## src/rtl/mem_stage_if.sv

```systemverilog
// Data-memory request/response bus between the MEM pipeline stage and data memory.
// The master issues a registered request and holds it until the slave strobes ack.
interface mem_stage_if;
   logic        dmem_req;
   logic        dmem_we;
   logic [31:0] dmem_addr;
   logic [31:0] dmem_wdata;
   logic        dmem_ack;
   logic [31:0] dmem_rdata;

   modport master (
      output dmem_req, dmem_we, dmem_addr, dmem_wdata,
      input  dmem_ack, dmem_rdata
   );

   modport slave (
      input  dmem_req, dmem_we, dmem_addr, dmem_wdata,
      output dmem_ack, dmem_rdata
   );
endinterface

```

## src/rtl/mem_stage.sv

```systemverilog
// MEM pipeline stage: single outstanding data-memory access with timeout.
// Stalls upstream while the access is in flight and produces the MEM/WB register.
module mem_stage #(
   parameter int unsigned MAX_WAIT = 16
) (
   input  logic        clk,
   input  logic        rst_n,
   input  logic [1:0]  WB_mem,
   input  logic        M_mem,
   input  logic [31:0] ALUResult_mem,
   input  logic [31:0] MemWriteData_mem,
   input  logic [4:0]  rdAddr_mem,
   mem_stage_if.master dmem,
   output logic        stall,
   output logic [1:0]  WB_wb,
   output logic [31:0] ReadData_wb,
   output logic [31:0] ALUResult_wb,
   output logic [4:0]  rdAddr_wb,
   output logic        mem_err
);

   typedef enum logic {
      IDLE,
      ACCESS
   } state_t;

   localparam logic [7:0] LAST_CNT = 8'(MAX_WAIT - 1);

   state_t      state_q;
   logic [7:0]  cnt_q;
   logic        mem_err_q;
   logic        dmem_req_q;
   logic        dmem_we_q;
   logic [31:0] dmem_addr_q;
   logic [31:0] dmem_wdata_q;
   logic [1:0]  wb_wb_q;
   logic [31:0] read_data_wb_q;
   logic [31:0] alu_result_wb_q;
   logic [4:0]  rd_addr_wb_q;

   logic memop;
   assign memop = M_mem | WB_mem[0];

   // Gated by rst_n so the hold request is released while reset is asserted,
   // whatever the upstream stages are presenting.
   always_comb begin
      stall = 1'b0;
      if (rst_n) begin
         case (state_q)
            IDLE:    stall = memop;
            ACCESS:  stall = !dmem.dmem_ack && (cnt_q != LAST_CNT);
            default: stall = 1'b0;
         endcase
      end
   end

   // NOTE: every register in this block uses <= so all next-state values are
   // computed from the pre-edge state, independent of statement order.
   always_ff @(posedge clk or negedge rst_n) begin
      if (!rst_n) begin
         state_q         <= IDLE;
         cnt_q           <= '0;
         mem_err_q       <= 1'b0;
         dmem_req_q      <= 1'b0;
         dmem_we_q       <= 1'b0;
         dmem_addr_q     <= '0;
         dmem_wdata_q    <= '0;
         wb_wb_q         <= '0;
         read_data_wb_q  <= '0;
         alu_result_wb_q <= '0;
         rd_addr_wb_q    <= '0;
      end else begin
         case (state_q)
            IDLE: begin
               if (memop) begin
                  state_q         <= ACCESS;
                  cnt_q           <= '0;
                  dmem_req_q      <= 1'b1;
                  dmem_we_q       <= M_mem;
                  dmem_addr_q     <= ALUResult_mem;
                  dmem_wdata_q    <= MemWriteData_mem;
                  wb_wb_q         <= '0;
                  read_data_wb_q  <= '0;
                  alu_result_wb_q <= '0;
                  rd_addr_wb_q    <= '0;
               end else begin
                  wb_wb_q         <= WB_mem;
                  read_data_wb_q  <= '0;
                  alu_result_wb_q <= ALUResult_mem;
                  rd_addr_wb_q    <= rdAddr_mem;
               end
            end
            ACCESS: begin
               if (dmem.dmem_ack) begin
                  // Ack wins over a simultaneous timeout; the latched we decides load vs store.
                  state_q         <= IDLE;
                  dmem_req_q      <= 1'b0;
                  wb_wb_q         <= WB_mem;
                  read_data_wb_q  <= dmem_we_q ? 32'h0 : dmem.dmem_rdata;
                  alu_result_wb_q <= ALUResult_mem;
                  rd_addr_wb_q    <= rdAddr_mem;
               end else if (cnt_q == LAST_CNT) begin
                  state_q         <= IDLE;
                  dmem_req_q      <= 1'b0;
                  mem_err_q       <= 1'b1;
                  wb_wb_q         <= '0;
                  read_data_wb_q  <= '0;
                  alu_result_wb_q <= ALUResult_mem;
                  rd_addr_wb_q    <= rdAddr_mem;
               end else begin
                  cnt_q           <= cnt_q + 8'd1;
                  wb_wb_q         <= '0;
                  read_data_wb_q  <= '0;
                  alu_result_wb_q <= '0;
                  rd_addr_wb_q    <= '0;
               end
            end
            default: state_q <= IDLE;
         endcase
      end
   end

   assign dmem.dmem_req   = dmem_req_q;
   assign dmem.dmem_we    = dmem_we_q;
   assign dmem.dmem_addr  = dmem_addr_q;
   assign dmem.dmem_wdata = dmem_wdata_q;

   assign WB_wb        = wb_wb_q;
   assign ReadData_wb  = read_data_wb_q;
   assign ALUResult_wb = alu_result_wb_q;
   assign rdAddr_wb    = rd_addr_wb_q;
   assign mem_err      = mem_err_q;

endmodule

```

## src/flat_wrapper.sv

```systemverilog
// flat-port wrapper written by rule: the top's interface ports become plain ports
module mem_stage_flat 
#(
   parameter int unsigned MAX_WAIT = 16
)
  (clk, rst_n, WB_mem, M_mem, ALUResult_mem, MemWriteData_mem, rdAddr_mem, stall, WB_wb, ReadData_wb, ALUResult_wb, rdAddr_wb, mem_err, dmem_dmem_req, dmem_dmem_we, dmem_dmem_addr, dmem_dmem_wdata, dmem_dmem_ack, dmem_dmem_rdata);
  mem_stage_if dmem_i ();
  input  logic clk;
  input  logic rst_n;
  input  logic [1:0] WB_mem;
  input  logic M_mem;
  input  logic [31:0] ALUResult_mem;
  input  logic [31:0] MemWriteData_mem;
  input  logic [4:0] rdAddr_mem;
  output logic stall;
  output logic [1:0] WB_wb;
  output logic [31:0] ReadData_wb;
  output logic [31:0] ALUResult_wb;
  output logic [4:0] rdAddr_wb;
  output logic mem_err;
  output wire logic [$bits(dmem_i.dmem_req)-1:0] dmem_dmem_req;
  output wire logic [$bits(dmem_i.dmem_we)-1:0] dmem_dmem_we;
  output wire logic [$bits(dmem_i.dmem_addr)-1:0] dmem_dmem_addr;
  output wire logic [$bits(dmem_i.dmem_wdata)-1:0] dmem_dmem_wdata;
  input wire logic [$bits(dmem_i.dmem_ack)-1:0] dmem_dmem_ack;
  input wire logic [$bits(dmem_i.dmem_rdata)-1:0] dmem_dmem_rdata;
  assign dmem_dmem_req = dmem_i.dmem_req;
  assign dmem_dmem_we = dmem_i.dmem_we;
  assign dmem_dmem_addr = dmem_i.dmem_addr;
  assign dmem_dmem_wdata = dmem_i.dmem_wdata;
  assign dmem_i.dmem_ack = dmem_dmem_ack;
  assign dmem_i.dmem_rdata = dmem_dmem_rdata;
  mem_stage #(.MAX_WAIT(MAX_WAIT)) u_core (.clk(clk), .rst_n(rst_n), .WB_mem(WB_mem), .M_mem(M_mem), .ALUResult_mem(ALUResult_mem), .MemWriteData_mem(MemWriteData_mem), .rdAddr_mem(rdAddr_mem), .dmem(dmem_i), .stall(stall), .WB_wb(WB_wb), .ReadData_wb(ReadData_wb), .ALUResult_wb(ALUResult_wb), .rdAddr_wb(rdAddr_wb), .mem_err(mem_err));
endmodule
```

## config.mk

```make
export PLATFORM = sky130hd
export DESIGN_NAME = mem_stage_flat
export DESIGN_NICKNAME = d
export VERILOG_FILES = /design/src/rtl/mem_stage_if.sv /design/src/rtl/mem_stage.sv /design/src/flat_wrapper.sv
export SDC_FILE = /design/constraint.sdc
export NUM_CORES = 1
export LEC_CHECK = 0
export BUFFER_PORTS_ARGS = -buffer_cell sky130_fd_sc_hd__buf_4
export CAP_MARGIN = 25
export CELL_PAD_IN_SITES_DETAIL_PLACEMENT = 1
export CELL_PAD_IN_SITES_GLOBAL_PLACEMENT = 2
export CORE_MARGIN = 2
export CORE_UTILIZATION = 27
export CTS_CLUSTER_DIAMETER = 60
export CTS_CLUSTER_SIZE = 24
export DETAILED_ROUTE_END_ITERATION = 8
export GPL_TIMING_DRIVEN = 0
export HOLD_SLACK_MARGIN = 0.1
export PLACE_DENSITY = 0.75
export SYNTH_ARGS = -nofsm -noshare
export SYNTH_HDL_FRONTEND = slang
export SYNTH_SLANG_ARGS = --single-unit
export TNS_END_PERCENT = 1
```

## constraint.sdc

```tcl
create_clock -name clk -period 2.2 [get_ports clk]
set_clock_uncertainty 0.2 [all_clocks]
set_input_delay 0.22 -clock clk [delete_from_list [all_inputs] [get_ports clk]]
set_output_delay 0.22 -clock clk [all_outputs]
set_load 0.1 [all_outputs]
```

==> run_results.csv, run 1 <==
group,metric,value,unit
status,status,"finished with violations",
status,failed_checks,"negative hold slack, negative setup slack",
cells_and_area,nets,975,
logic_synthesis,synth_fp_nets,591,
critical_path,endpoint,"stall",
clocking,clockBufferDepth,2,
critical_path,crit_path_top_delay_cell,"or4b_4",
critical_path,worst-path-buf-inv,2,
floorplan,ioPinCount,246,
routing,first_iter_violations,122,
routing,ant_nets,0,
sta,setup_viol_count_final,1,
clocking,cts_hold_buf,113,
logic_synthesis,synthesis.area,5283,sq um
critical_path,crit_family,"simple AND/OR/NAND/NOR gates",
logic_synthesis,yosysSeqAreaShare,69.64,%
sta,slew_viol_final,0,
sta,max_freq,435.1,MHz
power_and_ir_drop,ir_drop,0.7869,mV
floorplan,die_y,143.9,microns
critical_path,rr_startpoint,"u_core.cnt_q[0]",
floorplan,die_w,143.9,microns
sta,finalCritPeriodShare,104.5,%
flow_run,maxCapViolCount,0,
clocking,clock_sink_count,147,
critical_path,crit_required,1780,ps
global_route,track_usage,17.40,%
cells_and_area,syn_to_final_growth,76.69,%
global_route,grt_antenna_before_repair,0,
critical_path,r2r_slack,110,ps
placed_design,port_buffers,245,
cells_and_area,layout-drive-gt1-share,35.34,%
routing,avgViaCountPerCell,4.190,
clocking,cts_buffers,17,
placed_design,place_congestion,0.7086,
critical_path,critical_path.cell_chain,"or4b_4, o22ai_4, inv_2, and2_4, buf_12",
logic_synthesis,syn_inst,483,
clocking,cts-htree-levels,4,
floorplan,dieArea,20700,sq um
logic_synthesis,ys_types,34,
global_route,grt_max_degree,98,
sta,setup_ws,-98.25,ps
logic_synthesis,ys_ff_latch,147,
min_path,hp-class,"input pin to async pin",
sta,tns,-98.25,ps
clocking,clkSlewWorstSetupHoldPaths,70,ps
floorplan,core_area,19330,sq um
sta,max_slew_margin,64.48,%
sta,hold_slack,-154.2,ps
floorplan,fp-row-count,51,
clocking,clock-root-buffer,"clkbuf_16",
cells_and_area,mostFrequentLayoutCell,"buf_4",
clocking,cts_tree,"done",
critical_path,crit_arrival,1880,ps
routing,drc,0,
global_route,grt_pass1_vias,5356,
critical_path,critPathLaunch,"u_core.cnt_q[6]",
routing,vias,4797,
critical_path,critPathLaunchType,"flop",
power_and_ir_drop,powerDensity,1432,nW/um^2
critical_path,ff2ff_path_depth,7,
sta,worstMarginPinSlew,532.7,ps
sta,period_minus_slack,2298,ps
critical_path,r2r-end,"u_core.cnt_q[5]",
placed_design,placed_cells,994,
clocking,insertion_delay,410,ps
sta,hold_viol,147,
global_route,grt_pass1_wl,27660,microns
sta,rsz0062_at_grt,"yes",
power_and_ir_drop,p_leak,4.861,nW
critical_path,critPathMaxStageDelay,500,ps
routing,drtPass1Iterations,5,
critical_path,cp_max_fo,6,
cells_and_area,final_cells,1145,
cells_and_area,layout_common_cells,"buf_4 (251), nand2_1 (199), dfrtp_1 (144), dlygate4sd3_1 (109), and2_1 (70)",
logic_synthesis,syn_area_per_cell,10.94,sq um
placed_design,dp_hpwl,11440,microns
global_route,overflow,0,
critical_path,crit_type,"flop to primary output",
logic_synthesis,ys_warn_count,0,
routing,wire_per_inst,15.44,microns
floorplan,initial_utilization,27.32,%
routing,finalWirelength,17680,microns
critical_path,cp.depth,5,
cells_and_area,insertedDiodeCount,0,
critical_path,cp-end-kind,"primary output",
## stage by stage
stage	util, %	hold WS, ps	power (mW)	instance area, sq um	setup slack, ps
after floorplan	-	-275.6	8.731	5283	41.32
after global placement	38.55	211.2	10.29	7453	-496.5
after detailed placement	38.71	5.718	10.39	7485	-173.1
after CTS	48.06	-163.7	13.43	9291	-159.0
after global routing	48.28	-146.8	13.93	9334	-172.6
final	48.28	-154.2	13.36	9334	-98.25
## cells by family after synthesis
| group | after synthesis | share of synthesized area [%] |
|---|---|---|
| and+or+nand+nor | 287 | 24.68 |
| DFF | 147 | 69.64 |
| buffers and inverters | 25 | 2.013 |
| AOI/OAI and AO/OA | 22 | 3.222 |
| muxes | 1 | 0.2132 |
| adders and majority gates | 1 | 0.2368 |
## synth_stat cells, drive strengths merged
cell / count / area, sq um
a21o: 1 / 7.510
a22oi: 1 / 7.510
a31oi: 1 / 6.260
and2: 72 / 451.7
and2b: 1 / 8.760
and3: 2 / 13.77
buf: 5 / 27.52
clkbuf: 17 / 67.56
dfrtp: 147 / 3679
ha: 1 / 12.51
inv: 3 / 11.26
mux2: 1 / 11.26
nand2: 199 / 747.0
nand3: 2 / 10.01
nand4b: 2 / 17.52
nor2: 3 / 11.26
nor3: 2 / 10.01
nor4: 1 / 6.260
o211ai: 1 / 7.510
o21a: 1 / 7.510
o21ai: 11 / 55.05
o21ba: 1 / 16.27
o22ai: 1 / 20.02
o31ai: 2 / 15.01
o41a: 1 / 11.26
o41ai: 1 / 16.27
or2: 1 / 6.260
or2b: 1 / 7.510
or4b: 1 / 13.76
## worst min-delay path, cell delays in order
cell	delay (ps)
buf_6	80
buf_16	100
buf_16	90
buf_16	110
buf_16	240
## area by class of cell
cell class              instances  area (sq um)
plain buffers                  22         97.59
clock buffers                  17         425.4
clock inverters                15         138.9
fillers                      2146         10000
inverters                       3         11.26
multi-input cells             311          1518
flip-flops and latches        147          3682
well taps                     265         331.6
repair buffers                365          3129
## state kept, by name, summed over array words and instances (netlist names), 2 cells and up
signal / cells
u_core.cnt_q: 8
u_core.rdAddr_wb: 5
u_core.ALUResult_wb: 32
u_core.WB_wb: 2
u_core.ReadData_wb: 32
u_core.dmem.dmem_addr: 32
u_core.dmem.dmem_wdata: 32
## worst min-delay path by stage
stage	from	endpoint	slack, ps	cells after the start
after global placement	MemWriteData_mem[23]	u_core.dmem.dmem_wdata[23]	210	3
after global routing	rst_n	u_core.ALUResult_wb[26]	-150	5
after floorplan	rst_n	u_core.ALUResult_wb[0]	-280	0
after detailed placement	rst_n	u_core.ALUResult_wb[26]	6	1
after CTS	rst_n	u_core.ALUResult_wb[26]	-160	5
final	rst_n	u_core.ALUResult_wb[26]	-150	5
## timing repair
action                     CTS  global route
setup buffers                3             3
resized for setup            8             5
setup endpoints to repair   61             4
hold endpoints to repair   286           147
pin swaps                    2             1
## power by group
group          leakage [nW]  switching (mW)  internal (mW)
clock                 0.270            1.27           1.49
sequential             1.88           0.350           3.31
combinational          2.71            5.48           1.45
total                  4.86            7.10           6.26
## per-layer routing
metal / GRT usage (%) / vias to the layer above / routed length (microns)
li1: - / 2276 / -
met1: 20.16 / 2351 / 7057
met2: 30.38 / 157 / 9140
met3: 6.031 / 13 / 1262
met4: 5.160 / 0 / 217
met5: 0 / - / 0
(Power assumes the default switching activity.)
==> run 2, diff against run 1 <==
--- a/config.mk
+++ b/config.mk
@@ -5,18 +5,19 @@
 export SDC_FILE = /design/constraint.sdc
 export NUM_CORES = 1
 export LEC_CHECK = 0
+export ABC_AREA = 1
 export BUFFER_PORTS_ARGS = -buffer_cell sky130_fd_sc_hd__buf_4
 export CAP_MARGIN = 25
 export CELL_PAD_IN_SITES_DETAIL_PLACEMENT = 1
 export CELL_PAD_IN_SITES_GLOBAL_PLACEMENT = 2
 export CORE_MARGIN = 2
-export CORE_UTILIZATION = 27
+export CORE_UTILIZATION = 28
 export CTS_CLUSTER_DIAMETER = 60
 export CTS_CLUSTER_SIZE = 24
 export DETAILED_ROUTE_END_ITERATION = 8
 export GPL_TIMING_DRIVEN = 0
 export HOLD_SLACK_MARGIN = 0.1
-export PLACE_DENSITY = 0.75
+export PLACE_DENSITY = 0.76
 export SYNTH_ARGS = -nofsm -noshare
 export SYNTH_HDL_FRONTEND = slang
 export SYNTH_SLANG_ARGS = --single-unit
==> run 2 against run 1 <==
  * The flow finishes with violations (negative hold slack)
  * Utilization up 1.1 points
  * Synthesized area is 1.4% higher
  * Sequential power about the same
  * First-iteration DRC count is 8.2% higher
  * Hold slack worse by 270 ps
  * Die area down 2.1%
==> run_results.csv, run 2 <==
group,metric,value,unit
critical_path,r2r_slack,190,ps
global_route,grt_pass1_vias,5277,
sta,max_freq,476.6,MHz
routing,vias,4694,
cells_and_area,nets,961,
min_path,hp-class,"input pin to async pin",
status,failed_checks,"negative hold slack",
routing,drc,0,
floorplan,ioPinCount,246,
sta,finalCritPeriodShare,95.38,%
critical_path,ff2ff_path_depth,10,
cells_and_area,final_cells,1100,
logic_synthesis,yosys-top-cells-area,"dfrtp_1 (69%), mux2_2 (6.9%), inv_1 (5.6%)",
logic_synthesis,ys_ff_latch,147,
routing,finalWirelength,18070,microns
logic_synthesis,syn_inst,477,
power_and_ir_drop,powerDensity,1463,nW/um^2
placed_design,placed_cells,957,
clocking,clock_sink_count,147,
cells_and_area,layout_common_cells,"buf_4 (249), dfrtp_1 (147), dlygate4sd3_1 (107), inv_1 (80)",
logic_synthesis,synth.most_common_cell,"dfrtp_1",
logic_synthesis,synth_top_area_share,68.66,%
critical_path,crit_arrival,1680,ps
global_route,grt_max_degree,77,
cells_and_area,n_fill_cell,2037,
sta,period_minus_slack,2098,ps
sta,rsz0062_at_grt,"no",
placed_design,place_congestion,0.7295,
clocking,cts_tree,"done",
routing,avgViaCountPerCell,4.267,
critical_path,crit_type,"flop to primary output",
sta,max_slew_margin,59.99,%
logic_synthesis,syn_area_per_cell,11.23,sq um
clocking,cts_hold_buf,107,
power_and_ir_drop,p_seq_share,26.9,%
clocking,clockBufferDepth,2,
cells_and_area,stdcell_area,9265,sq um
logic_synthesis,synth-main-ff-cell,"dfrtp_1",
placed_design,port_buffers,245,
logic_synthesis,ys_warn_count,0,
floorplan,die_y,142.3,microns
logic_synthesis,synth_top_area_cell,"dfrtp_1",
cells_and_area,syn_to_final_growth,72.93,%
floorplan,initial_utilization,28.55,%
global_route,overflow,0,
floorplan,core_area,18770,sq um
logic_synthesis,ys_top_cells_by_count,"dfrtp_1 (147), inv_1 (80), nor2_1 (58)",
sta,hold_viol,75,
sta,slew_viol_final,0,
critical_path,crit_required,1780,ps
power_and_ir_drop,p_int,6.534,mW
logic_synthesis,synthesis.area,5358,sq um
sta,hold_slack,-420.4,ps
critical_path,cp-end-kind,"primary output",
global_route,grt_pass1_wl,28020,microns
power_and_ir_drop,p_sw,7.018,mW
logic_synthesis,yosysSeqAreaShare,68.66,%
routing,wire_per_inst,16.43,microns
clocking,clkSlewWorstSetupHoldPaths,60,ps
flow_run,maxCapViolCount,0,
floorplan,fp-row-count,50,
clocking,cts_buffers,17,
logic_synthesis,ys_types,21,
logic_synthesis,async_flop_share,100.0,%
global_route,track_usage,18.02,%
placed_design,dp_hpwl,12240,microns
sta,setup_viol_count_final,0,
routing,ant_nets,0,
power_and_ir_drop,switching_share,51.78,%
sta,worstMarginPinSlew,600.1,ps
clocking,cts-htree-levels,4,
cells_and_area,layout-drive-gt1-share,41.57,%
logic_synthesis,synth_edf_count,0,
global_route,grt_antenna_before_repair,0,
cells_and_area,mostFrequentLayoutCell,"buf_4",
critical_path,critPathLaunchType,"flop",
clocking,clock-root-buffer,"clkbuf_16",
floorplan,dieArea,20260,sq um
power_and_ir_drop,ir_drop,0.7599,mV
critical_path,cp_max_fo,4,
logic_synthesis,synth_fp_nets,585,
cells_and_area,insertedDiodeCount,0,
power_and_ir_drop,p_comb_share,51.5,%
power_and_ir_drop,p_leak,4.847,nW
clocking,insertion_delay,410,ps
power_and_ir_drop,p_total,13.55,mW
floorplan,die_w,142.3,microns
status,status,"finished with violations",
power_and_ir_drop,p_clk_share,21.6,%
routing,first_iter_violations,132,
cells_and_area,fin_util,49.37,%
placed_design,place_area,7528,sq um
routing,drtPass1Iterations,4,
[run 2: cell count changes after synthesis, moves of 9 or more]
cell / before / now
nand2_1: 199 / 57
inv_1: 3 / 80
and2_1: 71 / 0
nor2_1: 3 / 58
mux2_2: 1 / 33
o21ai_0: 11 / 41
nor2_2: 0 / 21
buf_2: 1 / 11
clkbuf_1: 14 / 5
[run 2: path summary, 6_finish.rpt]
check	startpoint	end
worst max-delay path	u_core.cnt_q[0]	stall
worst min-delay path	rst_n	u_core.ALUResult_wb[10]
worst max register to register	u_core.cnt_q[0]	u_core.ALUResult_wb[11]
worst min register to register	u_core.mem_err	u_core.mem_err
max in group asynchronous	rst_n	u_core.cnt_q[5]
min in group clk	u_core.mem_err	u_core.mem_err
[run 2: layout make-up]
type                       count  area [sq um]  area share [%]
multi-input combinational    229          1291           13.94
buffer                        19         110.1           1.188
tap                          234         292.8           3.160
clock buffer                  19         452.9           4.889
sequential                   147          3679           39.70
inverter                      81         304.0           3.282
clock inverter                13         145.1           1.567
timing repair buffer         358          2990           32.28
[run 2: power groups by stage]
stage	clock, mW	sequential (mW)	combinational [mW]
after global routing	3.14	3.72	7.21
after floorplan	0	7.98	0.818
after CTS	3.01	3.65	6.97
after global placement	0	3.65	6.72
final	2.93	3.65	6.98
after detailed placement	0	3.69	6.79
[run 2: per-layer routing]
layer	vias up	share of wire, %	track usage (%)
met5	-	0	0
met4	0	2.6	7.087
met3	25	7.5	5.787
met2	186	51	31.96
met1	2285	39	20.12
li1	2198	-	-
[run 2: repair_timing]
| action | 4_1_cts | 5_1_grt |
|---|---|---|
| buffers inserted | 1 | 4 |
| resized for setup | 5 | 4 |
| pin swaps | 1 | 1 |
| endpoints found under the hold margin | 213 | 75 |
| endpoints found under the setup margin | 1 | 1 |
[run 2: logic make-up after synthesis]
logic type,count (synthesis),share of synthesized area [%]
adders and majority gates,1,0.2335
DFF,147,68.66
and+or+nand+nor,150,11.98
muxes,33,6.936
AOI/OAI and AO/OA,45,4.367
buffers and inverters,101,7.823
[run 2: worst max-delay path, cell delays in order (launching register included)]
cell and delay [ps]:
dfrtp_1 410, ha_2 210, nand3_2 110, nor2_4 50, nand2_1 110, nand2_4 70
nor2_4 100, buf_8 200
[run 2: metrics by stage]
step	TNS (ps)	setup slack, ps	hold slack, ps
floorplan	0	206.3	-275.6
global placement	-616.0	-616.0	241.3
detailed placement	-178.4	-178.4	112.5
CTS	0	0.1356	-336.3
global route	0	5.140	-387.9
finish	0	101.6	-420.4
